## src/rtl/noc_packetizer_pkg.sv

```systemverilog
// noc_packetizer_pkg: NoC flit, head and descriptor types shared by the packetizer and router
package noc_packetizer_pkg;
  localparam int VC_NUM = 2;
  localparam int VC_SIZE = VC_NUM > 1 ? $clog2(VC_NUM) : 1;
  localparam int ADDR_NETWORK = 2;
  localparam int DEST_ADDR_SIZE_X = 4;
  localparam int DEST_ADDR_SIZE_Y = 4;
  localparam int FLIT_DATA_SIZE = 32;
  localparam int HEAD_PAYLOAD_SIZE = FLIT_DATA_SIZE - ADDR_NETWORK - DEST_ADDR_SIZE_X - DEST_ADDR_SIZE_Y;
  localparam int MAX_PKT_BODY = 8;
  localparam int PKT_LEN_W = $clog2(MAX_PKT_BODY + 1);
  typedef enum logic [1:0] {HEAD, BODY, TAIL, HEADTAIL} flit_label_t;
  typedef struct packed {
    logic [ADDR_NETWORK-1:0]      sub_network;
    logic [DEST_ADDR_SIZE_X-1:0]  x_dest;
    logic [DEST_ADDR_SIZE_Y-1:0]  y_dest;
    logic [HEAD_PAYLOAD_SIZE-1:0] head_pl;
  } head_data_t;
  typedef union packed {
    head_data_t                head_data;
    logic [FLIT_DATA_SIZE-1:0] bt_pl;
  } flit_data_t;
  typedef struct packed {
    flit_label_t        flit_label;
    logic [VC_SIZE-1:0] vc_id;
    flit_data_t         data;
  } flit_t;
  typedef struct packed {
    logic [ADDR_NETWORK-1:0]      sub_network;
    logic [DEST_ADDR_SIZE_X-1:0]  x_dest;
    logic [DEST_ADDR_SIZE_Y-1:0]  y_dest;
    logic [HEAD_PAYLOAD_SIZE-1:0] head_pl;
    logic [PKT_LEN_W-1:0]         len;
  } pkt_desc_t;
  typedef enum logic [1:0] {ST_IDLE, ST_VCSEL, ST_BODY} pkt_state_t;
endpackage

```

## src/rtl/rr_vc_picker.sv

```systemverilog
// rr_vc_picker: combinational round-robin pick of the first request after the pointer
// Ports:
//   i_req  - one request bit per VC
//   i_ptr  - last granted index; scanning starts at i_ptr+1 (mod N)
//   o_gnt  - high when any request was picked
//   o_idx  - index of the picked request
module rr_vc_picker
  import noc_packetizer_pkg::*;
#(
  parameter int N = VC_NUM,
  parameter int IW = N > 1 ? $clog2(N) : 1
) (
  input  logic [N-1:0]  i_req,
  input  logic [IW-1:0] i_ptr,
  output logic          o_gnt,
  output logic [IW-1:0] o_idx
);
  logic [IW-1:0] w_k;
  always_comb begin
    o_gnt = 1'b0;
    o_idx = '0;
    w_k = '0;
    for (int i = 1; i <= N; i++) begin
      w_k = IW'((int'(i_ptr) + i) % N);
      if (!o_gnt && i_req[w_k]) begin
        o_gnt = 1'b1;
        o_idx = w_k;
      end
    end
  end
endmodule

```

## src/rtl/noc_packetizer.sv

```systemverilog
// noc_packetizer: turns a packet descriptor plus body words into labelled flits on one VC
// Ports:
//   clk, rst_n                 - clock, synchronous active-low reset
//   pkt_valid_i / pkt_ready_o  - descriptor handshake (sub-network, x/y dest, head payload, len)
//   body_valid_i / body_ready_o, body_data_i - body word handshake
//   flit_o, flit_valid_o       - registered flit towards the router LOCAL port
//   on_off_i, allocatable_i    - per-VC router backpressure and VC-free flags
module noc_packetizer
  import noc_packetizer_pkg::*;
#(
  parameter int MAX_BODY = MAX_PKT_BODY,
  parameter int LEN_W = $clog2(MAX_BODY + 1)
) (
  input  logic                         clk,
  input  logic                         rst_n,
  input  logic                         pkt_valid_i,
  output logic                         pkt_ready_o,
  input  logic [ADDR_NETWORK-1:0]      pkt_sub_network_i,
  input  logic [DEST_ADDR_SIZE_X-1:0]  pkt_x_dest_i,
  input  logic [DEST_ADDR_SIZE_Y-1:0]  pkt_y_dest_i,
  input  logic [HEAD_PAYLOAD_SIZE-1:0] pkt_head_pl_i,
  input  logic [LEN_W-1:0]             pkt_len_i,
  input  logic                         body_valid_i,
  output logic                         body_ready_o,
  input  logic [FLIT_DATA_SIZE-1:0]    body_data_i,
  output flit_t                        flit_o,
  output logic                         flit_valid_o,
  input  logic [VC_NUM-1:0]            on_off_i,
  input  logic [VC_NUM-1:0]            allocatable_i
);
  pkt_state_t         r_state, w_state_nxt;
  pkt_desc_t          r_desc, w_desc_nxt;
  logic [VC_SIZE-1:0] r_vc, w_vc_nxt;
  logic [VC_SIZE-1:0] r_ptr, w_ptr_nxt;
  flit_t              r_flit, w_flit_nxt;
  logic               r_fv, w_fv_nxt;
  logic               w_pick_gnt;
  logic [VC_SIZE-1:0] w_pick_idx;
  logic [LEN_W-1:0]   w_len_sat;
  assign w_len_sat = pkt_len_i > LEN_W'(MAX_BODY) ? LEN_W'(MAX_BODY) : pkt_len_i;
  rr_vc_picker #(.N(VC_NUM), .IW(VC_SIZE)) u_pick (
    .i_req (allocatable_i & on_off_i),
    .i_ptr (r_ptr),
    .o_gnt (w_pick_gnt),
    .o_idx (w_pick_idx)
  );
  assign flit_o = r_flit;
  assign flit_valid_o = r_fv;
  always_ff @(posedge clk) begin
    if (!rst_n) begin
      r_state <= ST_IDLE;
      r_desc <= '0;
      r_vc <= '0;
      r_ptr <= VC_SIZE'(VC_NUM - 1);
      r_flit <= '0;
      r_fv <= 1'b0;
    end else begin
      r_state <= w_state_nxt;
      r_desc <= w_desc_nxt;
      r_vc <= w_vc_nxt;
      r_ptr <= w_ptr_nxt;
      r_flit <= w_flit_nxt;
      r_fv <= w_fv_nxt;
    end
  end
  always_comb begin
    w_state_nxt = r_state;
    w_desc_nxt = r_desc;
    w_vc_nxt = r_vc;
    w_ptr_nxt = r_ptr;
    w_flit_nxt = '0;
    w_fv_nxt = 1'b0;
    pkt_ready_o = rst_n && r_state == ST_IDLE;
    // backpressure on the packet's own VC stalls body acceptance in the same cycle
    body_ready_o = rst_n && r_state == ST_BODY && on_off_i[r_vc];
    case (r_state)
      ST_IDLE: if (pkt_valid_i) begin
        w_desc_nxt = '{sub_network: pkt_sub_network_i, x_dest: pkt_x_dest_i, y_dest: pkt_y_dest_i,
                       head_pl: pkt_head_pl_i, len: PKT_LEN_W'(w_len_sat)};
        w_state_nxt = ST_VCSEL;
      end
      ST_VCSEL: if (w_pick_gnt) begin
        w_vc_nxt = w_pick_idx;
        w_ptr_nxt = w_pick_idx;
        w_flit_nxt.flit_label = r_desc.len == '0 ? HEADTAIL : HEAD;
        w_flit_nxt.vc_id = w_pick_idx;
        w_flit_nxt.data.head_data = '{sub_network: r_desc.sub_network, x_dest: r_desc.x_dest,
                                      y_dest: r_desc.y_dest, head_pl: r_desc.head_pl};
        w_fv_nxt = 1'b1;
        w_state_nxt = r_desc.len == '0 ? ST_IDLE : ST_BODY;
      end
      ST_BODY: if (body_valid_i && body_ready_o) begin
        w_flit_nxt.flit_label = r_desc.len == PKT_LEN_W'(1) ? TAIL : BODY;
        w_flit_nxt.vc_id = r_vc;
        w_flit_nxt.data.bt_pl = body_data_i;
        w_fv_nxt = 1'b1;
        w_desc_nxt.len = r_desc.len - PKT_LEN_W'(1);
        w_state_nxt = r_desc.len == PKT_LEN_W'(1) ? ST_IDLE : ST_BODY;
      end
      default: w_state_nxt = ST_IDLE;
    endcase
  end
endmodule

```

## config.mk

```make
export PLATFORM = sky130hd
export DESIGN_NAME = noc_packetizer
export DESIGN_NICKNAME = d
export VERILOG_FILES = /design/src/rtl/noc_packetizer_pkg.sv /design/src/rtl/rr_vc_picker.sv /design/src/rtl/noc_packetizer.sv
export SDC_FILE = /design/constraint.sdc
export NUM_CORES = 1
export LEC_CHECK = 0
export CELL_PAD_IN_SITES_DETAIL_PLACEMENT = 1
export CELL_PAD_IN_SITES_GLOBAL_PLACEMENT = 1
export CORE_MARGIN = 1.5
export CORE_UTILIZATION = 30
export DETAILED_ROUTE_END_ITERATION = 7
export DONT_BUFFER_PORTS = 1
export PLACE_DENSITY_LB_ADDON = 0.1
export SLEW_MARGIN = 20
export SYNTH_ARGS = -nofsm -noshare
export SYNTH_HDL_FRONTEND = slang
export SYNTH_SLANG_ARGS = --single-unit
```

## constraint.sdc

```tcl
create_clock -name clk -period 1.88 [get_ports clk]
set_input_delay 0.376 -clock clk [delete_from_list [all_inputs] [get_ports clk]]
set_output_delay 0.376 -clock clk [all_outputs]
set_load 0.01 [all_outputs]
```

==> results of run 1 <==
[what timing repair did]
item | CTS | global route
setup buffers | 0 | 1
pin swaps | 0 | 1
gates cloned | 0 | 1
hold buffers | 0 | 0
gates resized for setup | 2 | 0
endpoints found under the setup margin | 1 | 2
[sequential cells by signal, summed over array words and instances (netlist names)]
register      flops
r_desc           36
r_state           2
r_ptr             1
r_vc              1
flit_o           35
flit_valid_o      1
[cells in the mapped netlist (all sizes together)]
cell / instances / share of area
nand2: 78 / 0.10
dfxtp: 76 / 0.52
a21oi: 38 / 0.067
nor2: 38 / 0.049
a22oi: 35 / 0.090
clkbuf: 14 / 0.018
buf: 9 / 0.023
ha: 8 / 0.034
inv: 7 / 0.0090
mux2i: 3 / 0.012
nor2b: 3 / 0.0064
nor3b: 3 / 0.012
o21ai: 3 / 0.0051
a211o: 2 / 0.0064
and2: 2 / 0.0043
nand3: 2 / 0.0034
nor4: 2 / 0.0043
a211oi: 1 / 0.0026
a21boi: 1 / 0.0026
a221oi: 1 / 0.0030
a2bb2oi: 1 / 0.0030
a32oi: 1 / 0.0030
a41oi: 1 / 0.0030
nand2b: 1 / 0.0021
nand4: 1 / 0.0021
o21a: 1 / 0.0026
o22ai: 1 / 0.0021
o32ai: 1 / 0.0030
o41ai: 1 / 0.0030
or3: 1 / 0.0021
[kinds of logic (layout without fill, tap and decap cells)]
logic type / after synthesis / in the layout / share of synthesized area
adder cells (fa/ha/maj): 8 / 8 / 0.03434
multiplexers: 3 / 3 / 0.01159
buffers and inverters: 30 / 35 / 0.05021
AND/OR/NAND/NOR: 131 / 131 / 0.1858
flip-flops: 76 / 76 / 0.5219
AO/OA/AOI/OAI: 88 / 88 / 0.1961
[power by group through the flow]
stage	sequential [W]	clock [W]	combinational, W
3_3_place_gp	0.00191	0	0.00107
2_1_floorplan	0.00188	0	0.000745
6_report	0.00187	0.00110	0.00106
4_1_cts	0.00187	0.00116	0.00109
5_1_grt	0.00189	0.00123	0.00121
3_5_place_dp	0.00191	0	0.00108
[layout make-up]
| cell class | instances | area [µm²] | area share |
|---|---|---|---|
| sequential | 76 | 1521 | 0.4620 |
| tap | 129 | 161.4 | 0.04901 |
| inverter | 7 | 26.28 | 0.007979 |
| timing repair buffer | 12 | 157.7 | 0.04787 |
| multi-input combinational | 230 | 1260 | 0.3826 |
| clock buffer | 10 | 127.6 | 0.03875 |
| clock inverter | 6 | 38.79 | 0.01178 |
[final timing paths]
check                           startpoint  slack, ns      endpoint
worst max register to register  r_state[0]       0.15    flit_o[16]
worst max-delay path            r_state[0]       0.09  body_ready_o
worst min-delay path                 rst_n       0.12         r_ptr
worst min register to register  r_desc[13]       0.46    r_desc[13]
[metal layers]
| metal | GRT usage | vias up |
|---|---|---|
| li1 | - | 1144 |
| met1 | 0.1934 | 1107 |
| met2 | 0.2554 | 64 |
| met3 | 0.06418 | 4 |
| met4 | 0.03846 | 0 |
| met5 | 0 | - |
[per-stage QoR]
step                instances  setup TNS [ns]  hold WS (ns)  power, W  setup slack, ns
floorplan                 336               0        0.4257  0.002628           0.3274
global placement          452               0        0.4424  0.002975           0.1986
detailed placement        452               0        0.4496  0.002995          0.09365
CTS                       468               0       0.09632  0.004125          0.07612
global route              470        -0.02083       0.08697  0.004330         -0.02083
finish                    470               0        0.1229  0.004029          0.08925
==> metrics.cfg, run 1 <==
[route]
post_drt_wl_per_cell_um = 17.19
wirelength_um = 8077
route.vias.total = 2319
topRoutingLayerUsed = met4
wl_met1_um = 3624
ant_nets = 0
drtIter0Drc = 69
wl_met3_um = 538
dr.pass1.iters = 4
wl_met2_um = 3870
vias_per_cell = 4.934
drc = 0

[critical_path]
path_cells = inv_1 -> ha_2 -> nand2_1 -> nor2_2
worstSetupEndpointType = output pin
cp_slowest_stage_delay_ns = 0.35
crit_required_ns = 1.50
path_max_fanout = 8
cp_top_family = flip-flops
cp_num_cells = 4
crit_arrival_ns = 1.41
critical_path_buf_inv_count = 1
cp-start-kind = register
cp_slowest_cell = dfxtp_1
rr_worst_depth = 8
crit_type = reg -> out

[global_routing]
antenna_found_initial = 0
overflow = 0
grt_max_degree = 37
grt_usage = 0.1570
grt_pass1_vias = 2290
grt_pass1_wl_um = 12260

[cells_and_area]
nFillCells = 1111
area.growth.synth_to_final_pct = 12.96
layout-drive-gt1-share = 0.09971
finalInstanceArea_um2 = 3293
final_util = 0.3531
final_cell_mix = nand2_1 (78), dfxtp_1 (76), a21oi_1 (37), nor2_1 (37), a22oi_1 (35)
layout_commonest_cell = nand2_1
antennaDiodeCount = 0
fin_nets = 420

[power]
p_per_area_nw_per_um2 = 1223
power.share.clock = 0.273
power_leakage_nw = 1.150
switching_power_w = 0.001382
combPwrFrac = 0.263
vdd_ir_drop_max_v = 0.0003596
power_frac_seq = 0.464
p_int_w = 0.002647
p_sw_frac = 0.3430

[clock_network]
cts_buffers = 9
clock-sinks = 76
insertion_delay_ns = 0.34
tritoncts = done
cts_root_buffer = clkbuf_8
path_clk_slew_ns = 0.08
clock_path_buffers = 2
htreeDepth = 3

[sta]
period_needed_ns = 1.791
tightest_slew_ns = 0.4793
fin_worst_skew_ns = 0.01002
fmax_mhz = 558.4
slew_headroom = 0.6742
fin_crit_sh = 0.9525
rsz0062_at_grt = yes
setup_violations = 0
timing_hold_violations_final = 0
slew_violations = 0

[die]
dieArea_um2 = 10320
num_rows = 35
ios = 114
core-area_um2 = 9328
die_x_um = 101.6
die_h_um = 101.6
initial_core_util = 0.3125

[synthesis]
avgSynthCellArea_um2 = 8.676
synthCells = 336
netlist_area_um2 = 2915
syn_nets = 420
ys_ff_latch = 76
yosysUniqueCellTypes = 36
ys_warn_count = 0
yosysSeqAreaShare = 0.5219

[outcome]
status = completed

[min_path]
worstHoldPathCells = 1
hold_path.class = in -> reg

[place]
routabilityCongestion = 0.7645
placed_area_um2 = 3089
numPortBuffers = 0
dpl.hpwl_um = 5420

[job]
drv_cap = 0

Note: power is estimated with default switching activity, not from simulation.
==> inputs of run 2 (changes only) <==
Settings changed: CORE_UTILIZATION 30 to 40, SLEW_MARGIN 20 to default.
==> metrics.cfg, run 2 (synthesis results as in run 1) <==
[sta]
fmax_mhz = 574.8  ; +2.9%
setup_tns_ns = 0  ; unchanged
fin_crit_sh = 0.9254  ; -0.02709
period_needed_ns = 1.740  ; -0.05092 ns
timing_hold_violations_final = 0  ; unchanged
tightest_slew_ns = 0.5874  ; +0.1081 ns
setup_violations = 0  ; unchanged
layout_setup_ws_ns = 0.1402  ; +0.05092 ns
slew_headroom = 0.6080  ; -0.06619
fin_worst_skew_ns = 0.009800  ; -0.0002189 ns
slew_violations = 0  ; unchanged
rsz0062_at_grt = no

[clock_network]
cts-resized-gates = 0  ; -2
clock-sinks = 76  ; unchanged
cts-hold-fix-buffers = 0  ; unchanged
cts_root_buffer = clkbuf_8
post_cts_buffers = 0  ; unchanged
htreeDepth = 3  ; unchanged
tritoncts = done
insertion_delay_ns = 0.35  ; about the same
path_clk_slew_ns = 0.07  ; about the same
clock_path_buffers = 2  ; unchanged
cts_buffers = 9  ; unchanged

[cells_and_area]
largest_reg_flops = 36  ; unchanged
nFillCells = 855  ; -23%
final_cell_mix = nand2_1 (78), dfxtp_1 (76), a21oi_1 (37), nor2_1 (37), a22oi_1 (35)
largest_register = r_desc
multi_input_area_um2 = 1265  ; +0.40%
layout_commonest_cell = nand2_1
layout-drive-gt1-share = 0.1111  ; +0.01140
area.growth.synth_to_final_pct = 11.07
fin_nets = 422  ; +0.48%
antennaDiodeCount = 0  ; unchanged
register_area_um2 = 1521  ; unchanged

[die]
core-area_um2 = 6907  ; -26%
dieArea_um2 = 7809  ; -24%
die_h_um = 88.37  ; -13%
ios = 114  ; unchanged
die_x_um = 88.37  ; -13%
initial_core_util = 0.4221  ; +0.1096
num_rows = 30  ; -14%

[global_routing]
overflow = 0  ; unchanged
grt_usage = 0.1990  ; +0.04198
grt_pass1_wl_um = 11760  ; -4.1%
antenna_found_initial = 0  ; unchanged
grt_pass1_vias = 2368  ; +3.4%
grt_max_degree = 27  ; -27%

[place]
routabilityCongestion = 0.7699  ; +0.71%
dp_slack_ns = 0.1579  ; +0.06422 ns
dpl.hpwl_um = 5397  ; -0.42%
numPortBuffers = 0  ; unchanged

[critical_path]
ff2ff_setup_slack_ns = 0.20  ; +0.05 ns
cp-start-kind = register
crit_type = reg -> out
crit_arrival_ns = 1.36  ; -0.05 ns
path_max_fanout = 8  ; unchanged
worstSetupEndpointType = output pin
crit_required_ns = 1.50  ; about the same
r2r_end = flit_o[3]
cp-startpoint = r_state[0]
critical_path.endpoint = body_ready_o
rr_startpoint = r_state[0]
rr_worst_depth = 7  ; -1

[route]
wirelength_um = 7651  ; -5.3%
dr.pass1.iters = 4  ; unchanged
post_drt_wl_per_cell_um = 17.47  ; +1.6%
route.vias.total = 2328  ; +0.39%
vias_per_cell = 5.315  ; +7.7%
drtIter0Drc = 64  ; -7.2%
drc = 0  ; unchanged
ant_nets = 0  ; unchanged

[power]
p_per_area_nw_per_um2 = 1279  ; +4.5%
power_leakage_nw = 1.154  ; +0.36%
vdd_ir_drop_max_v = 0.0004994  ; +39%

[min_path]
hold_path.class = in -> reg

[outcome]
status = completed

[job]
drv_cap = 0  ; unchanged

-- run 2: layout make-up --
| cell class | count | share of cell area |
|---|---|---|
| Clock buffer | 9 | 0.03825 |
| Multi-Input combinational cell | 230 | 0.3906 |
| Tap cell | 96 | 0.03709 |
| Inverter | 7 | 0.008114 |
| Clock inverter | 6 | 0.01971 |
| Sequential cell | 76 | 0.4699 |
| Timing Repair Buffer | 14 | 0.03632 |
-- run 2: metal layers --
| layer | up-vias | routed length, µm | GRT usage |
|---|---|---|---|
| met5 | - | 0 | 0 |
| met3 | 7 | 560 | 0.07463 |
| li1 | 1142 | - | - |
| met1 | 1107 | 3343 | 0.2441 |
| met4 | 0 | 83 | 0.05824 |
| met2 | 72 | 3664 | 0.3276 |
-- run 2: worst min path at each step --
stage	startpoint	to	slack, ns	depth (start not counted)
3_5_place_dp	r_desc[7]	r_desc[7]	0.45	2
6_report	rst_n	r_ptr	0.10	1
2_1_floorplan	r_desc[3]	flit_o[34]	0.43	1
4_1_cts	rst_n	r_ptr	0.09	1
5_1_grt	rst_n	r_ptr	0.09	1
3_3_place_gp	r_desc[3]	flit_o[34]	0.44	1
-- run 2: power by group --
part / total [W] / internal, W / leakage, nW / switching (W)
Combinational: 0.00105 / 0.000379 / 0.445 / 0.000671
Clock: 0.00122 / 0.000606 / 0.0915 / 0.000610
Sequential: 0.00187 / 0.00177 / 0.618 / 0.000103
-- run 2: critical path, stage by stage (launching register included) --
cell and delay [ns]:
dfxtp_1 0.34, inv_1 0.11, ha_2 0.25, nand2_1 0.14, nor2_2 0.17
-- run 2: stage by stage --
step	util	power (W)	instance area [µm²]	hold slack [ns]	std cells
after detailed placement	0.4395	0.002967	3035	0.4484	423
final	0.4688	0.004141	3238	0.1035	438
after CTS	0.4667	0.004201	3223	0.08752	438
after global placement	0.4395	0.002934	3035	0.4354	423
after floorplan	-	0.002628	2915	0.4257	336
after global routing	0.4688	0.004408	3238	0.08637	438
==> inputs of run 3 (changes only) <==
Settings changed: CORE_ASPECT_RATIO from default to 0.6, CTS_CLUSTER_SIZE from default to 30.
==> metrics.cfg, run 3 (synthesis results as in run 1) <==
[clock_network]
cts-hold-fix-buffers = 0  ; unchanged
clock-sinks = 76  ; unchanged
insertion_delay_ns = 0.33  ; -0.02 ns
htreeDepth = 3  ; unchanged
cts_root_buffer = clkbuf_16
cts_buffers = 9  ; unchanged
tritoncts = done
clock_path_buffers = 2  ; unchanged
path_clk_slew_ns = 0.05  ; -0.02 ns

[global_routing]
antenna_found_initial = 0  ; unchanged
grt_max_degree = 37  ; +37%
grt_pass1_wl_um = 12280  ; +4.5%
grt_usage = 0.2052  ; +0.006173
overflow = 0  ; unchanged
grt_pass1_vias = 2292  ; -3.2%

[critical_path]
path_cells = mux2i_2 -> nor2_1
worstSetupEndpointType = output pin
cp-startpoint = r_vc
crit_arrival_ns = 1.39  ; +0.03 ns
cp_slowest_cell = mux2i_2
cp_top_family = multiplexers
rr_startpoint = r_state[0]
critical_path_buf_inv_count = 0  ; -1
rr_worst_depth = 7  ; unchanged
path_max_fanout = 6  ; -2
ff2ff_setup_slack_ns = 0.14  ; -0.06 ns
crit_type = reg -> out
crit_required_ns = 1.50  ; about the same
cp-start-kind = register
r2r_end = r_desc[1]
cp_slowest_stage_delay_ns = 0.49  ; +0.15 ns

[place]
numPortBuffers = 0  ; unchanged
dpl.hpwl_um = 5377  ; -0.37%
routabilityCongestion = 0.8181  ; +6.3%

[cells_and_area]
largest_reg_flops = 36  ; unchanged
fin_nets = 420  ; -0.47%
layout-drive-gt1-share = 0.09971  ; -0.01140
layout_commonest_cell = nand2_1
final_cell_mix = nand2_1 (78), dfxtp_1 (75), nor2_1 (38), a21oi_1 (37), a22oi_1 (35)
final_util = 0.4836  ; +0.01472
largest_register = r_desc
nFillCells = 818  ; -4.3%
area.growth.synth_to_final_pct = 13.61
antennaDiodeCount = 0  ; unchanged

[die]
die_x_um = 113.2  ; +28%
core-area_um2 = 6849  ; -0.83%
dieArea_um2 = 7827  ; +0.22%
ios = 114  ; unchanged
die_h_um = 69.13  ; -22%
num_rows = 23  ; -23%
initial_core_util = 0.4256  ; +0.003547

[power]
power_leakage_nw = 1.199  ; +3.9%
vdd_ir_drop_max_v = 0.0005572  ; +12%
p_per_area_nw_per_um2 = 1373  ; +7.4%

[outcome]
status = completed

[sta]
fin_crit_sh = 0.9405  ; +0.01502
timing_hold_violations_final = 0  ; unchanged
setup_violations = 0  ; unchanged
fin_worst_skew_ns = 0.004048  ; -0.005753 ns
tightest_slew_ns = 0.4823  ; -0.1051 ns
slew_headroom = 0.6721  ; +0.06412
period_needed_ns = 1.768  ; +0.02824 ns
fmax_mhz = 565.6  ; -1.6%
slew_violations = 0  ; unchanged
setup_tns_ns = 0  ; unchanged
rsz0062_at_grt = no

[route]
wirelength_um = 7588  ; -0.82%
drtIter0Drc = 155  ; +140%
vias_per_cell = 5.386  ; +1.3%
post_drt_wl_per_cell_um = 17.73  ; +1.5%
dr.pass1.iters = 4  ; unchanged
ant_nets = 0  ; unchanged
drc = 0  ; unchanged
route.vias.total = 2305  ; -0.99%

[min_path]
worstHoldPathCells = 1  ; unchanged
hold_path.class = in -> reg
min_from = rst_n
min_to = r_ptr

[job]
drv_cap = 0  ; unchanged

[run 3: changes by cell type in the layout (fill, tap and decap cells not counted), sizes merged]
| cell | previous run | this run |
|---|---|---|
| clkbuf | 9 | 12 |
| inv | 8 | 7 |
| clkinvlp | 2 | 1 |
| bufinv | 1 | 0 |
| clkinv | 2 | 3 |
| buf | 14 | 12 |
[run 3: worst max path at each step]
stage	endpoint	slack (ns)	cells after the start
finish	body_ready_o	0.11	2
global route	r_desc[1]	0.01	7
CTS	r_desc[1]	0.09	7
detailed placement	r_desc[1]	0.10	7
global placement	r_desc[1]	0.17	7
floorplan	r_desc[1]	0.33	6
[run 3: timing repair]
item | in CTS | in global routing
setup buffers | 0 | 0
resized for setup | 0 | 1
setup endpoints to repair | 0 | 3
[run 3: power breakdown]
| part | total (W) | switching, W | internal, W |
|---|---|---|---|
| sequential | 0.00188 | 0.000105 | 0.00178 |
| clock | 0.00162 | 0.000630 | 0.000994 |
| combinational | 0.00104 | 0.000669 | 0.000372 |
| total | 0.00455 | 0.00140 | 0.00314 |
[run 3: through the flow]
step / hold WS (ns) / cells / worst slack (ns) / power [W] / area (µm²)
floorplan: 0.4257 / 336 / 0.3274 / 0.002628 / 2915
global placement: 0.4423 / 412 / 0.1684 / 0.002944 / 3022
detailed placement: 0.4497 / 412 / 0.1002 / 0.002956 / 3022
CTS: 0.1175 / 428 / 0.09241 / 0.004595 / 3311
global route: 0.1181 / 428 / 0.01004 / 0.004835 / 3312
finish: 0.1301 / 428 / 0.1119 / 0.004547 / 3312
[run 3: area by class of cell]
cell class / count / area, µm² / share of cell area
inverter: 7 / 26.28 / 0.007934
tap: 87 / 108.9 / 0.03287
clock buffer: 12 / 266.5 / 0.08047
clock inverter: 4 / 22.52 / 0.006800
timing repair buffer: 12 / 115.1 / 0.03476
multi-input combinational: 230 / 1250 / 0.3774
sequential: 76 / 1523 / 0.4598
[run 3: metal layers]
metal,vias to the layer above,part of all wire,GRT usage
met5,-,0,0
met2,84,0.41,0.2902
met4,0,0.0070,0.05417
met1,1070,0.49,0.2793
li1,1147,-,-
met3,4,0.084,0.09763
